## config.mk

```make
export PLATFORM = sky130hd
export DESIGN_NAME = mem_arbiter
export DESIGN_NICKNAME = d
export VERILOG_FILES = /design/src/rtl/mem_arbiter_pkg.sv /design/src/rtl/mem_arbiter_rr_arbiter.sv /design/src/rtl/mem_arbiter.sv
export SDC_FILE = /design/constraint.sdc
export NUM_CORES = 1
export LEC_CHECK = 0
export ABC_AREA = 1
export CAP_MARGIN = 20
export CORE_AREA = 2 2 140 142
export DETAILED_ROUTE_END_ITERATION = 8
export DIE_AREA = 0 0 142 144
export GPL_TIMING_DRIVEN = 0
export PLACE_DENSITY = 0.51
export RECOVER_POWER = 100
export SKIP_LAST_GASP = 1
export SLEW_MARGIN = 15
export SYNTH_ARGS = -nofsm -noshare
export SYNTH_HDL_FRONTEND = slang
export SYNTH_SLANG_ARGS = --single-unit
```

## constraint.sdc

```tcl
create_clock -name clk -period 1.3 [get_ports clk]
set_input_delay 0.13 -clock clk [delete_from_list [all_inputs] [get_ports clk]]
set_output_delay 0.13 -clock clk [all_outputs]
set_load 0.01 [all_outputs]
```

## src/rtl/mem_arbiter_pkg.sv

```systemverilog
// Shared memory geometry and request record for the single-port memory arbiter.
// Geometry matches the 256x64 synchronous memory behind the arbiter.
package mem_arbiter_pkg;

   localparam int MEM_ADDR_W = 8;
   localparam int MEM_DATA_W = 64;
   localparam int MEM_DEPTH  = 256;

   typedef logic [MEM_ADDR_W-1:0] mem_addr_t;
   typedef logic [MEM_DATA_W-1:0] mem_data_t;

   typedef struct packed {
      logic      write;
      mem_addr_t addr;
      mem_data_t wdata;
   } mem_req_t;

endpackage

```

## src/rtl/mem_arbiter_rr_arbiter.sv

```systemverilog
// Combinational round-robin picker: first requester at or after ptr+1, wrapping.
// Zero latency; gnt is all-zero when no request is asserted.
module rr_arbiter #(
   parameter int N    = 2,
   parameter int ID_W = (N > 1) ? $clog2(N) : 1
) (
   input  logic [N-1:0]    req,
   input  logic [ID_W-1:0] ptr,
   output logic [N-1:0]    gnt,
   output logic [ID_W-1:0] gnt_id
);

   logic            found;
   logic [ID_W-1:0] idx;

   always_comb begin
      gnt    = '0;
      gnt_id = '0;
      found  = 1'b0;
      idx    = '0;
      for (int k = 1; k <= N; k++) begin
         idx = ID_W'((int'(ptr) + k) % N);
         if (!found && req[idx]) begin
            found    = 1'b1;
            gnt[idx] = 1'b1;
            gnt_id   = idx;
         end
      end
   end

endmodule

```

## src/rtl/mem_arbiter.sv

```systemverilog
// Round-robin arbiter sharing one 256x64 synchronous memory between NUM_REQ requesters.
// One acceptance per cycle, read data returned one cycle later with no backpressure.
module mem_arbiter
   import mem_arbiter_pkg::*;
#(
   parameter int NUM_REQ = 2,
   parameter int ADDR_W  = MEM_ADDR_W,
   parameter int DATA_W  = MEM_DATA_W
) (
   input  logic                            clk,
   input  logic                            rst,
   input  logic [NUM_REQ-1:0]              req_valid,
   input  logic [NUM_REQ-1:0]              req_write,
   input  logic [NUM_REQ-1:0][ADDR_W-1:0]  req_addr,
   input  logic [NUM_REQ-1:0][DATA_W-1:0]  req_wdata,
   output logic [NUM_REQ-1:0]              req_ready,
   output logic [NUM_REQ-1:0]              rsp_valid,
   output logic [DATA_W-1:0]               rsp_data,
   output logic [ADDR_W-1:0]               mem_addr,
   output logic [DATA_W-1:0]               mem_write_data,
   output logic                            mem_write_enable,
   input  logic [DATA_W-1:0]               mem_read_data
);

   localparam int ID_W = (NUM_REQ > 1) ? $clog2(NUM_REQ) : 1;

   logic [ID_W-1:0]    rr_ptr;
   logic [ID_W-1:0]    gnt_id;
   logic [NUM_REQ-1:0] gnt;
   logic               accept;
   mem_req_t           sel;
   logic               pend_valid;
   logic [ID_W-1:0]    pend_id;
   mem_addr_t          last_addr;

   rr_arbiter #(.N(NUM_REQ), .ID_W(ID_W)) u_rr (
      .req    (req_valid),
      .ptr    (rr_ptr),
      .gnt    (gnt),
      .gnt_id (gnt_id)
   );

   // No grant is offered while reset is held.
   assign accept    = rst && (|gnt);
   assign req_ready = accept ? gnt : '0;

   always_comb begin
      sel.write = req_write[gnt_id];
      sel.addr  = req_addr[gnt_id];
      sel.wdata = req_wdata[gnt_id];
   end

   assign mem_addr         = accept ? sel.addr  : last_addr;
   assign mem_write_data   = accept ? sel.wdata : '0;
   assign mem_write_enable = accept && sel.write;

   always_ff @(posedge clk or negedge rst) begin
      if (!rst) begin
         rr_ptr     <= '0;
         pend_valid <= 1'b0;
         pend_id    <= '0;
         last_addr  <= '0;
      end else begin
         pend_valid <= accept && !sel.write;
         if (accept) begin
            rr_ptr    <= gnt_id;
            last_addr <= sel.addr;
            if (!sel.write) pend_id <= gnt_id;
         end
      end
   end

   // The memory registers its read data, so it lines up with pend_* in the following cycle.
   always_comb begin
      rsp_valid = '0;
      if (pend_valid) rsp_valid[pend_id] = 1'b1;
   end

   assign rsp_data = mem_read_data;

endmodule

```

======== After elaboration in Yosys (flattened, before gate mapping) ========
Index checks and enable logic that the tools add are counted.
cells by class
  divide/modulo/power cells ............... 0
  multipliers ............................. 0
  shifts and indexed selects .............. 0
  equal/unequal tests ..................... 0
  bitwise logic cells ..................... 2
  $add $sub $neg .......................... 2
  mux-type cells .......................... 25
  magnitude comparators ................... 7
  reduce and logical (&&, ||, !) cells .... 11
operators by type and width
  operator                                                   number
  2-to-1 mux 64 bit                                          3
  2-to-1 mux 8 bit                                           3
  2-to-1 mux 1 bit                                           12
  < comparator 1 x 2 -> 1 bit (second input constant)        4
  2-to-1 mux 2 bit                                           4
  logical AND 1 bit                                          7
  demux 1 bit (select 1 bit)                                 3
  greater-or-equal comparator 1 bit (second input constant)  3
  adder 1 bit (second input constant)                        2
  logical NOT 1 bit                                          2
  bitwise OR 2 bit                                           1
  AND reduction 2 bit                                        1
  OR reduction 2 bit                                         1
  inverter 1 bit                                             1
word-level totals
  bits of input ports ..................... 214
  flip-flop bits (word level) ............. 11
  output and inout bits ................... 141
  memories ................................ 0
  bits in writable memories ............... 0
  logic and storage cells ................. 51
  bits in latches ......................... 0
  ROM bits ................................ 0

======== Logic depth before layout (Yosys ltp) ========
Gate-level depths: netlist of the first run.
  word-level depth ........................ 11
  depth in mapped cells ................... 8
  depth with buffers taken out ............ 7

======== By module ========
Synthesis of the first run repeated with hierarchy kept, for this count alone.
second synthesis, totals
  cells, all modules ...................... 500
  area total of the unflattened synthesis .. 2488.6 µm²
modules (own cells, without submodules)
  module       area each (µm²)  times used  sequential area each (µm²)  cells an instance
  mem_arbiter  2463.6           1           275.3                       494
  rr_arbiter   25.0             1           0.0                         6

======== Worst setup path after synthesis of the first run ========
Ideal clock, no wire load.
  path type ............................... reg-to-reg
  start ................................... reg rr_ptr
  end ..................................... reg last_addr[4]
  path buffers ............................ 1
  data arrival time ....................... 1.064 ns
  data required time ...................... 1.152 ns
  stages on the path, launching flop included .. 7
  period minus slack after synthesis ...... 1.212 ns
  setup slack ............................. 0.088 ns
  setup time .............................. 0.148 ns
  path through ............................ dfrtp_1 nand2_1 nand2_2 buf_6 nand2_1 nand2_1 o21ai_0
between the ends
  cells in the longest elaborated chain, start to end .. 11
  elaborated cells on any way between the ends .. 29
  classes of those cells .................. 2 x add/sub; 4 x order compare; 16 x mux; 1 x bitwise; 6 x reduce/logical
RTL lines
  element                                                                                                        RTL line                      RTL
  start: declaration                                                                                             mem_arbiter.sv:27             logic [ID_W-1:0] rr_ptr;
  start signal: assignment                                                                                       mem_arbiter.sv:66             rr_ptr <= gnt_id;
  adder 1 bit                                                                                                    mem_arbiter_rr_arbiter.sv:22  idx = ID_W'((int'(ptr) + k) % N);
  < comparator 1 x 2 -> 1 bit (not written as such) / greater-or-equal comparator 1 bit (equally long branches)  mem_arbiter_rr_arbiter.sv:25  gnt[idx] = 1'b1;
  logical AND 1 bit (not written as such)                                                                        mem_arbiter_rr_arbiter.sv:25
  2-to-1 mux 1 bit (not written as such)                                                                         mem_arbiter_rr_arbiter.sv:25
  demux 1 bit (select 1 bit)                                                                                     -
  2-to-1 mux 2 bit                                                                                               mem_arbiter_rr_arbiter.sv:23  if (!found && req[idx]) begin
  bitwise OR 2 bit (no line)                                                                                     -
  2-to-1 mux 2 bit                                                                                               mem_arbiter_rr_arbiter.sv:23
  OR reduction 2 bit                                                                                             mem_arbiter.sv:44             assign accept = rst && (|gnt);
  logical AND 1 bit                                                                                              mem_arbiter.sv:44
  2-to-1 mux 8 bit *                                                                                             -
  via mem_addr[4]                                                                                                mem_arbiter.sv:19             output logic [ADDR_W-1:0] mem_addr,
  end signal: assignment                                                                                         mem_arbiter.sv:67             last_addr <= sel.addr;
  end: declaration                                                                                               mem_arbiter.sv:34             mem_addr_t last_addr;
The timed path passes the listed nets; every way through them passes the cells marked *. The select of a mux whose other input is x is not followed.
A chain may end at the register's enable or synchronous reset.

======== Worst setup path in the final report of the first run ========
  start ................................... reg rr_ptr
  end ..................................... out mem_write_data[39]
between the ends
  cells in the longest elaborated chain, start to end .. 11
  elaborated cells on any way between the ends .. 29
  classes of those cells .................. 2 x add/sub; 4 x order compare; 16 x mux; 1 x bitwise; 6 x reduce/logical
RTL lines
  element                                                                                                        RTL line                      RTL
  adder 1 bit                                                                                                    mem_arbiter_rr_arbiter.sv:22
  < comparator 1 x 2 -> 1 bit (not written as such) / greater-or-equal comparator 1 bit (equally long branches)  mem_arbiter_rr_arbiter.sv:25
  logical AND 1 bit (not written as such)                                                                        mem_arbiter_rr_arbiter.sv:25
  2-to-1 mux 1 bit (not written as such)                                                                         mem_arbiter_rr_arbiter.sv:25
  demux 1 bit (select 1 bit)                                                                                     -
  2-to-1 mux 2 bit                                                                                               mem_arbiter_rr_arbiter.sv:23
  bitwise OR 2 bit (no line)                                                                                     -
  2-to-1 mux 2 bit                                                                                               mem_arbiter_rr_arbiter.sv:23
  OR reduction 2 bit                                                                                             mem_arbiter.sv:44
  logical AND 1 bit                                                                                              mem_arbiter.sv:44
  2-to-1 mux 64 bit *                                                                                            mem_arbiter.sv:54             assign mem_write_data = accept ? sel.wdata : '0;
  end: declaration                                                                                               mem_arbiter.sv:20             output logic [DATA_W-1:0] mem_write_data,
Mark *: on every way between the ends. The rest lies on a longest branch, timed or not. The select of a mux whose other input is x is not followed.

==> metrics, run 1 <==
status=complete, but fails checks; violated checks=setup timing; Max Slew Vio Count=0; clock transition at the registers of the reported paths=0.04 ns; WP data required=1.17 ns; gr ovfl total=0; WS Path Type=flip-flop to output pin; first-pass detailed-route iteration total=4; Total GRT Usage=11.2%; Synth Warn #=0; syn_area_per_cell=5.86 um^2; DP HPWL=10.6 mm; Antenna Nets Post-Route=0; DRC violations left=0; Vias=3357; layout cells sized above 1=43.5%; RSZ-0062 raised after global routing=yes; CTS root buf=clkbuf_16; DIE AREA=20400 um^2; clk_skew=0.000707 ns; initial core utilization=11.1%; vias in the first global route=3181; dpl ws=-1.43 ns; Worst setup EP type=output pin; Final nets=893; Seq/Total Area, Yosys=12.9%; FP Rows=51; Die W=142 um; initial antenna violation count=0; DR iter-0 viols=79; htree depth=1; Mapped Cells=363; TritonCTS Buffers=3; commonest cells after routing, fill and taps aside=146 x clkdlybuf4s50_1, 120 x nand2_1, 75 x buf_4; Hold Vio Cnt, Final=0; I/O pins=355; register bit total from synthesis=11; Via density=3.66; core area=19100 um^2; Least-Margin Pin Slew=0.517 ns; clk_lat worst skew=0.23 ns; first-pass GRT wire length=17.9 mm; final worst-path cycle share=130%; Final Worst Setup Slack=-0.387 ns; commonest non-fill, non-tap cell in the layout=clkdlybuf4s50_1; Syn Std Cell Area=2130 um^2; CTS tree=done; Multi-input gate area=1490 um^2; FILL cells=2098; top post-synthesis cells by area=nand2_1 29%, buf_4 23%, dfrtp_1 13%, a21oi_2 12%, a21oi_1 8.5%; Final Power=0.00321 W; CTS Buffer Depth=2; fmax=593 MHz; Hold WC Path Type=primary input to flip-flop; pin count of the biggest net entering global routing=12; Max Cap Violations=0; die height=144 um; ANT cells=0; leak pwr=2.71 nW; power per cell area=553 nW/um^2; gp weighted congestion=0.786; Yosys cell types=13; Final Setup Violations=78; flip-flop and latch area=275 um^2; CP max FO=6; crit path launch type=flip-flop; WHS Path Cells=3; final WL=13.1 mm; post-synth top area share=29.5%; post-synth net total=577; Worst EP arrival=1.56 ns; Layout area overhead=173%; IO buf count=290; leading area contributor after synthesis=nand2_1; Worst R2R Path Depth=9; Max VDD drop=0.511 mV; fin crit period=1.69 ns; Relative slew margins=65.4%; clk sinks=11; DR WL/cell=14.3 um
==> cells in the mapped netlist <==
master and instances:
buf_4 66, nand2_2 11, a21oi_2 30, nand2_1 167
buf_2 17, buf_6 4, o21ai_0 4, dfrtp_1 11
a21oi_1 36, nor2_1 5, nand3_1 2, inv_1 8
inv_2 2
==> state kept, by name, summed over array words and instances (netlist names) <==
| register | flops |
|---|---|
| last_addr | 8 |
| pend_id | 1 |
| pend_valid | 1 |
| rr_ptr | 1 |
==> worst max-delay path, stage by stage, from the launching register on <==
cell and delay (ns):
dfrtp_1 0.39, nand2_2 0.12, nand2_8 0.10, clkinv_8 0.11, buf_12 0.13, clkbuf_16 0.13, nand2_1 0.05, a21oi_2 0.13
buf_2 0.15
==> per-stage QoR <==
stage                     cells  utilization (%)  hold slack (ns)  setup TNS, ns  cell area [um^2]
after global routing        916             30.5            0.251         -30.85              5810
final                       916             30.5            0.235         -24.72              5810
after global placement      891             27.9            0.466        -105.24              5330
after CTS                   913             29.2            0.192         -28.87              5570
after floorplan             363                -           -0.166              0              2130
after detailed placement    891             27.9            0.463        -104.49              5330
==> final timing paths <==
check	startpoint	slack, ns	endpoint
max reg2reg	rr_ptr$_DFFE_PN0P_	-0.06	pend_id$_DFFE_PN0P_
max	rr_ptr$_DFFE_PN0P_	-0.39	mem_write_data[39]
max in group asynchronous	rst	0.35	last_addr[4]$_DFF_PN0_
min	rst	0.24	pend_id$_DFFE_PN0P_
min reg2reg	last_addr[1]$_DFF_PN0_	0.47	last_addr[1]$_DFF_PN0_
min in group asynchronous	rst	0.61	last_addr[1]$_DFF_PN0_
==> cell families (layout without fill, tap and decap cells) <==
family                 after synthesis  after routing  synth area share [%]
and+or+nand+nor                    185            185                  34.1
buffers and inverters               97            412                  31.2
AOI/OAI and AO/OA                   70             70                  21.8
DFF                                 11             11                  12.9
==> repair_timing <==
| item | CTS | global route |
|---|---|---|
| resized for setup | 409 | 49 |
| setup buffers | 13 | 2 |
| endpoints found under the setup margin | 88 | 82 |
| gates cloned | 4 | 3 |
| pin swaps | 15 | 28 |
| hold buffers | 1 | 0 |
| endpoints found under the hold margin | 11 | 0 |
==> routing by layer <==
metal | track usage [%] | up-vias | routed length (um)
li1 | - | 1703 | -
met1 | 13.0 | 1495 | 5080
met2 | 21.7 | 153 | 7030
met3 | 2.05 | 6 | 940
met4 | 1.42 | 0 | 74
met5 | 0 | - | 0
==> area by class of cell <==
class	instances	share of cell area [%]
Clock buffer	4	1.36
Buffer	86	12.6
Sequential cell	11	4.74
Tap cell	238	5.12
Timing Repair Buffer	312	49.7
Inverter	10	0.904
Multi-Input combinational cell	255	25.6
==> power breakdown <==
group | leakage (nW) | total (W) | internal [W] | switching (W)
clock | 0.0382 | 0.000555 | 0.000411 | 0.000144
sequential | 0.136 | 0.000412 | 0.000394 | 0.0000179
combinational | 2.53 | 0.00224 | 0.00127 | 0.000976
(Power assumes the default switching activity.)
==> inputs of run 2 (changes only) <==
--- a/config.mk
+++ b/config.mk
@@ -12,7 +12,7 @@
 export DIE_AREA = 0 0 142 144
 export GPL_TIMING_DRIVEN = 0
 export PLACE_DENSITY = 0.51
-export RECOVER_POWER = 100
+export RECOVER_POWER = 50
 export SKIP_LAST_GASP = 1
 export SLEW_MARGIN = 15
 export SYNTH_ARGS = -nofsm -noshare
==> run 2 against run 1 <==
Total power up 0.52%. Critical endpoint unchanged. Flip-flop and latch count unchanged. First-iteration DRC count up 2.5%. Clock skew unchanged. The run still ends with setup timing left. Cell count unchanged. Worst hold slack worse by 0.045 ns.
==> metrics, run 2 (synthesized netlist as in run 1, its figures left out) <==
WP data required=1.17 ns (about the same); r2r endpoint=pend_id$_DFFE_PN0P_ (unchanged); first-pass GRT wire length=17.9 mm (unchanged); Worst setup EP type=output pin (unchanged); Final Worst Setup Slack=-0.387 ns (about the same); ANT cells=0 (unchanged); Die W=142 um (unchanged); RSZ-0062 raised after global routing=yes (unchanged); Worst Setup SP=rr_ptr$_DFFE_PN0P_ (unchanged); Reg with most FFs=last_addr (unchanged); WS Path Type=flip-flop to output pin (unchanged); clk sinks=11 (unchanged); Multi-input gate area=1490 um^2 (unchanged); DR WL met2=7.03 mm (unchanged); first-pass detailed-route iteration total=4 (unchanged); final worst-path cycle share=130% (about the same); Max Slew Vio Count=0 (unchanged); gp weighted congestion=0.786 (unchanged); clk_lat worst skew=0.23 ns (about the same); hold worst-path end=pend_id$_DFFE_PN0P_ (unchanged); WHS Path Cells=3 (unchanged); Via density=3.66 (unchanged); Hold Vio Cnt, Final=0 (unchanged); FILL cells=2097 (was 2098); Max Cap Violations=0 (unchanged); Relative slew margins=65.4% (about the same); leak pwr=2.70 nW (was 2.71 nW); status=complete, but fails checks (unchanged); Largest register FFs=8 (unchanged); slowest stage delay, CP=0.39 ns (about the same); Least-Margin Pin Slew=0.517 ns (about the same); uppermost layer routed=met4 (unchanged); CP max FO=6 (unchanged); Largest delay share family, worst path=buffers and inverters (unchanged); flip-flop and latch area=275 um^2 (unchanged); DR WL/cell=14.3 um (about the same); CTS Buffer Depth=2 (unchanged); initial antenna violation count=0 (unchanged); clock transition at the registers of the reported paths=0.04 ns (about the same); dpl ws=-1.43 ns (unchanged); R2R setup slack=-0.06 ns (about the same); min-delay src=rst (unchanged); Total GRT Usage=11.2% (unchanged); crit path launch type=flip-flop (unchanged); Max VDD drop=0.511 mV (about the same); Routed met1 length=5.09 mm (was 5.08 mm); DP HPWL=10.6 mm (unchanged); DR iter-0 viols=81 (was 79); commonest cells after routing, fill and taps aside=170 x clkdlybuf4s50_1, 120 x nand2_1, 75 x buf_4 (was 146 x clkdlybuf4s50_1, 120 x nand2_1, 75 x buf_4); clk_skew=0.000707 ns (unchanged); power per cell area=555 nW/um^2 (was 553 nW/um^2); final WL=13.1 mm (about the same); worst path cell trace=nand2_2 > nand2_8 > clkinv_8 > buf_12 > clkbuf_16 > nand2_1 > a21oi_2 > buf_2 (unchanged); IO buf count=290 (unchanged); core area=19100 um^2 (unchanged); worst r2r src=rr_ptr$_DFFE_PN0P_ (unchanged); Final nets=893 (unchanged); initial core utilization=11.1% (unchanged); gr ovfl total=0 (unchanged); Hold Slack=0.190 ns (was 0.235 ns); Worst EP arrival=1.56 ns (about the same); Vias=3357 (unchanged); violated checks=setup timing (unchanged); FP Rows=51 (unchanged); Worst R2R Path Depth=9 (unchanged); pin count of the biggest net entering global routing=12 (unchanged); met3 routed WL=933 um (was 940 um); I/O pins=355 (unchanged); commonest non-fill, non-tap cell in the layout=clkdlybuf4s50_1 (unchanged); CTS root buf=clkbuf_16 (unchanged); Hold WC Path Type=primary input to flip-flop (unchanged); layout cells sized above 1=43.7% (was 43.5%); fin crit period=1.69 ns (about the same); CP Buf/Inv Count=4 (unchanged); DRC violations left=0 (unchanged); vias in the first global route=3181 (unchanged); Final Setup Violations=78 (unchanged); critical-path cell with the highest stage delay=dfrtp_1 (unchanged); CTS tree=done (unchanged); Layout area overhead=173% (about the same); die height=144 um (unchanged); fmax=593 MHz (about the same); DIE AREA=20400 um^2 (unchanged); htree depth=1 (unchanged); Antenna Nets Post-Route=0 (unchanged); TritonCTS Buffers=3 (unchanged)
## run 2: cell count changes in the layout (fill, tap and decap cells not counted), sizes merged
| cell | before | now |
|---|---|---|
| clkbuf | 8 | 7 |
| buf | 172 | 173 |
| clkdlybuf4s50 | 146 | 170 |
| dlygate4sd3 | 65 | 41 |
## run 2: worst max-delay path by stage
stage | end | slack, ns | cells past startpoint
final | mem_write_data[39] | -0.39 | 8
after global placement | mem_addr[2] | -1.44 | 8
after detailed placement | mem_addr[2] | -1.43 | 8
after CTS | mem_write_data[46] | -0.45 | 8
after global routing | mem_write_data[46] | -0.46 | 7
after floorplan | last_addr[4]$_DFF_PN0_ | 0.09 | 6
## run 2: final cells by class
class                      count  share of cell area [%]
multi-input combinational    255                    25.6
clock buffer                   4                    1.36
sequential                    11                    4.74
tap                          238                    5.12
buffer                        86                    12.6
timing repair buffer         312                    49.8
inverter                      10                   0.904
## run 2: layer usage
layer	track usage, %	vias up
met1	13.0	1495
li1	-	1703
met5	0	-
met4	1.42	0
met2	21.7	153
met3	2.05	6
## run 2: where the power goes
part           internal [W]  switching, W  total, W
clock network      0.000411      0.000144  0.000555
registers          0.000394     0.0000179  0.000412
logic               0.00128      0.000978   0.00226
total               0.00209       0.00114   0.00323
## run 2: worst min-delay path: cells and delay by family
family	cells	cell delay (ns)
buffers and inverters	1	0.14
AND/OR/NAND/NOR	2	0.11
## run 2: metrics by stage
stage | instance area [um^2] | TNS (ns) | std cells | utilization, % | power [W]
after floorplan | 2130 | 0 | 363 | - | 0.00124
after global placement | 5330 | -105.24 | 891 | 27.9 | 0.00250
after detailed placement | 5330 | -104.49 | 891 | 27.9 | 0.00250
after CTS | 5570 | -28.87 | 913 | 29.2 | 0.00318
after global routing | 5810 | -30.84 | 916 | 30.5 | 0.00344
final | 5810 | -24.71 | 916 | 30.5 | 0.00323
## run 2: repair_timing
| action | CTS | global route |
|---|---|---|
| endpoints found under the hold margin | 11 | 0 |
| setup endpoints to repair | 88 | 82 |
| pin swaps | 15 | 28 |
| buffers inserted | 13 | 2 |
| resized for setup | 409 | 49 |
| hold buffers | 1 | 0 |
| gates cloned | 4 | 3 |
==> RTL change 1: new RTL, settings of run 2 <==
The package constant `MEM_ADDR_W` goes from 8 to 9.
--- a/src/rtl/mem_arbiter_pkg.sv
+++ b/src/rtl/mem_arbiter_pkg.sv
@@ -3,5 +3,5 @@
 package mem_arbiter_pkg;
 
-   localparam int MEM_ADDR_W = 8;
+   localparam int MEM_ADDR_W = 9;
    localparam int MEM_DATA_W = 64;
    localparam int MEM_DEPTH  = 256;
Ports: changed (resized mem_addr and req_addr); port bits go from 355 to 358. No check against the original RTL was run, so the function may have changed too.
==> RTL change 1 against run 2 <==
- the run still ends with negative setup slack left
- wire length rose by 3.3%
- global-route usage fell by 0.47 points
- sequential power rose by 8.7%
- sequential cell count rose by 1
- synthesized area fell by 3.9%
- cell area rose by 2.0%
- register-to-register slack improved by 0.03 ns
- power rose by 3.1%
- clock skew rose by 0.0014 ns
- hold slack improved by 0.0011 ns
- non-clock buffer count fell by 1
- setup slack got worse by 0.0083 ns
- die area did not move
- critical endpoint is now mem_write_data[35]
- highest routed layer unchanged
==> RTL change 1: results <==
[status]
status = "complete, but fails checks"
failed_checks = "negative setup slack"

[clock_tree]
path_clk_slew_ns = 0.04
cts_root_buf = "clkbuf_16"

[global_routing]
antenna_found_initial = 0
grtUsageTotal_pct = 10.7
use_met1_pct = 13.1
grt_pass1_wl_um = 17300
first_global_vias = 3129
grt_use_met2_pct = 20.3
grt_util_met3_pct = 1.72
grt_max_degree = 13

[power_and_ir_drop]
seqPwrFrac_pct = 13.5
p_sw_w = 0.00119
powerClk_w = 0.000551
peakVddDrop_v = 0.000454
p_leak_nw = 2.86

[synth]
syn-num-nets = 588
synthTopCellsByCount = "192 x nand2_1, 70 x buf_4, 66 x a21oi_1, 14 x buf_2, 12 x dfrtp_1"
ys_seq_area_share_pct = 14.7
synthDistinctLibCells = 13
synth_area_leaders = "nand2_1 35%, buf_4 26%, a21oi_1 16%"
synth_mux_area_share_pct = 0
synth_compound_area_share_pct = 16.4

[finish]
top_register = "last_addr"
largest_reg_flops = 9
nFillCells = 2150
final_cell_area_mm2 = 0.00593
nets = 901
drive_gt1_share_pct = 43.8

[route]
drtIter0Drc = 103
wirelength_um = 13600
wl_met1_um = 5450
via_per_inst = 3.77
met3_length_um = 916
wl_met2_um = 7160

[timing]
tns_ns = -26.21
setup_viol = 77
relSlewSlack_pct = 62.2
layout_setup_ws_ns = -0.396
finalClockSkew_ns = 0.00207

[place]
io_buffers = 293
dpl.hpwl_um = 10400
dpl-instance-area_mm2 = 0.00527
gp_congestion = 0.763

[worst_setup_path]
slowest_delay_ns = 0.38
cp_slowest_cell = "dfrtp_1"
worst_path_dominant_cell_family = "buffers and inverters"

[worst_hold_path]
worstHoldPathType = "primary input to register"
-- RTL change 1: cell count changes after synthesis, moves of 4 or more --
| cell | run 2 | this run |
|---|---|---|
| buf_4 | 66 | 70 |
| a21oi_1 | 36 | 66 |
| nand2_2 | 11 | 1 |
| nand2_1 | 167 | 192 |
| a21oi_2 | 30 | 0 |
-- RTL change 1: cell families (layout without fill, tap and decap cells) --
logic type,Yosys count,in the layout
simple gates,197,197
buf+inv,96,407
compound gates,67,67
flops,12,12
-- RTL change 1: final cells by class --
type | count | area share (%)
repair buffers | 309 | 48.7
multi-input cells | 264 | 26.9
plain buffers | 88 | 12.5
flip-flops and latches | 12 | 5.06
well taps | 238 | 5.02
clock buffers | 3 | 1.27
inverters | 7 | 0.570
-- RTL change 1: metrics by stage --
stage	hold slack (ns)	total power (W)	setup slack, ns	instances
detailed placement	0.463	0.00250	-1.45	903
global route	0.233	0.00354	-0.470	921
finish	0.191	0.00333	-0.396	921
floorplan	-0.166	0.00124	0.0829	372
global placement	0.460	0.00251	-1.46	903
CTS	0.174	0.00304	-0.536	910
-- RTL change 1: repair_timing --
item,in CTS,in global routing
hold endpoints to repair,12,0
setup buffers,2,5
pin swaps,2,47
hold buffers,1,0
resized for setup,263,246
gates cloned,1,8
setup endpoints to repair,90,81
-- RTL change 1: worst paths after layout --
| kind | slack, ns | cells past startpoint | endpoint | startpoint |
|---|---|---|---|---|
| min in group asynchronous | 0.52 | 2 | pend_id | rst |
| max reg2reg | -0.03 | 8 | rr_ptr | rr_ptr |
| min | 0.19 | 3 | pend_id | rst |
| max in group asynchronous | 0.40 | 2 | last_addr[2] | rst |
| max | -0.40 | 8 | mem_write_data[35] | rr_ptr |
| min reg2reg | 0.47 | 2 | last_addr[6] | last_addr[6] |
==> RTL change 2: new RTL, settings of run 2 <==
Without the edit above. Make the reset (`rst`) synchronous in one clocked block.
--- a/src/rtl/mem_arbiter.sv
+++ b/src/rtl/mem_arbiter.sv
@@ -55,5 +55,5 @@
    assign mem_write_enable = accept && sel.write;
 
-   always_ff @(posedge clk or negedge rst) begin
+   always_ff @(posedge clk) begin
       if (!rst) begin
          rr_ptr     <= '0;
Formal check against the unedited RTL: differs if rst is asserted again (counterexample within 4 cycles, from zero or initial values and one cycle with rst low); with rst held inactive, the same outputs for 10 cycles.
==> RTL change 2 against run 2 <==
- the run still ends with negative setup slack left
- sequential cell count unchanged
- hold slack better by 0.14 ns
- power down 0.42%
- register-to-register slack better by 0.13 ns
- final cell count up 2.3%
- wire length up 9.8%
- synthesized area rose by 7.7%
- largest power group unchanged
- cell area up 8.4%
- largest cell class unchanged
- setup slack improved by 0.066 ns
==> RTL change 2: results <==
[route]
wl_met1_um = 5710
wl_per_cell_um = 15.4
met3_length_um = 1000

[worst_setup_path]
slowest_delay_ns = 0.37
crit_arrival_ns = 1.49
rrSetupSlack_ns = 0.07
reg2reg_depth = 8
cp_slowest_cell = "dfxtp_4"
r2r_end = "last_addr[1]"

[global_routing]
grtUsageTotal_pct = 12.0
grt_pass1_wl_um = 19200
grt_max_degree = 11

[place]
dpl.hpwl_um = 11200

[synth]
ys_seq_area_share_pct = 9.62
synthTopCellsByCount = "87 x nand2_1, 83 x nand3_1, 68 x buf_4, 40 x a21oi_2, 28 x a21oi_1"
synthDistinctLibCells = 16
syn-num-nets = 595

[timing]
finalClockSkew_ns = 0.00195
layout_setup_ws_ns = -0.322
setup_viol = 74
tns_ns = -18.21

[finish]
drive_gt1_share_pct = 47.4

[status]
status = "complete, but fails checks"
failed_checks = "negative setup slack"

[power_and_ir_drop]
p_leak_nw = 2.85
peakVddDrop_v = 0.000320
## RTL change 2: cell types whose count changed in the layout (fill, tap and decap cells not counted), moves of 6 or more
cell | before | now
nand2_4 | 15 | 21
dfxtp_1 | 0 | 10
nand3_1 | 1 | 64
buf_6 | 16 | 10
a21oi_1 | 18 | 9
dfrtp_1 | 11 | 0
nand3_2 | 1 | 14
a21oi_2 | 47 | 59
nand2_1 | 120 | 48
nand2_2 | 42 | 18
or2_2 | 0 | 8
## RTL change 2: worst max-delay path: cells and delay by family (launching register included)
family | cells | cell delay (ns)
compound gates | 1 | 0.13
buf+inv | 4 | 0.49
flops | 1 | 0.37
simple gates | 3 | 0.25
## RTL change 2: how the worst max path moves through the flow
stage	from	slack, ns	cells after the start	to
global route	rr_ptr	-0.41	8	mem_write_data[40]
global placement	req_valid[1]	-1.07	6	mem_write_data[7]
CTS	rr_ptr	-0.36	6	mem_write_data[30]
finish	rr_ptr	-0.32	8	mem_write_data[9]
floorplan	rr_ptr	0.12	6	mem_write_data[10]
detailed placement	req_valid[1]	-1.06	6	mem_write_data[7]
## RTL change 2: final cells by class
type / count / area [um2]
inverter: 16 / 60.1
sequential: 11 / 224
timing repair buffer: 316 / 3030
tap: 238 / 298
clock buffer: 4 / 78.8
fill: 2088 / 12800
buffer: 94 / 835
multi-input combinational: 258 / 1770
## RTL change 2: cell families (layout without fill, tap and decap cells)
kind of cell / Yosys count / count (layout) / share of synthesized area, %
buffers and inverters: 112 / 430 / 32.1
and+or+nand+nor: 190 / 190 / 36.8
DFF: 11 / 11 / 9.62
AOI/OAI and AO/OA: 68 / 68 / 21.4
## RTL change 2: metal layers
metal	global-route usage (%)	vias to the layer above
li1	-	1832
met2	23.0	178
met5	0	-
met4	1.63	0
met1	14.2	1663
met3	1.95	8
## RTL change 2: power breakdown
group	internal [W]	total (W)	leakage, nW	switching [W]
clock	0.000411	0.000555	0.0382	0.000144
combinational	0.00132	0.00228	2.72	0.000962
sequential	0.000368	0.000380	0.0919	0.0000115
## RTL change 2: repair_timing
action	in CTS	in global routing
endpoints found under the setup margin	82	74
cloned	3	7
pin swaps	10	42
gates resized for setup	329	157
buffers inserted	2	14
## RTL change 2: metrics by stage
step                      cell area, um2  cells
after global routing                6300    937
final                               6300    937
after detailed placement            5490    909
after floorplan                     2290    381
after global placement              5490    909
after CTS                           5760    918
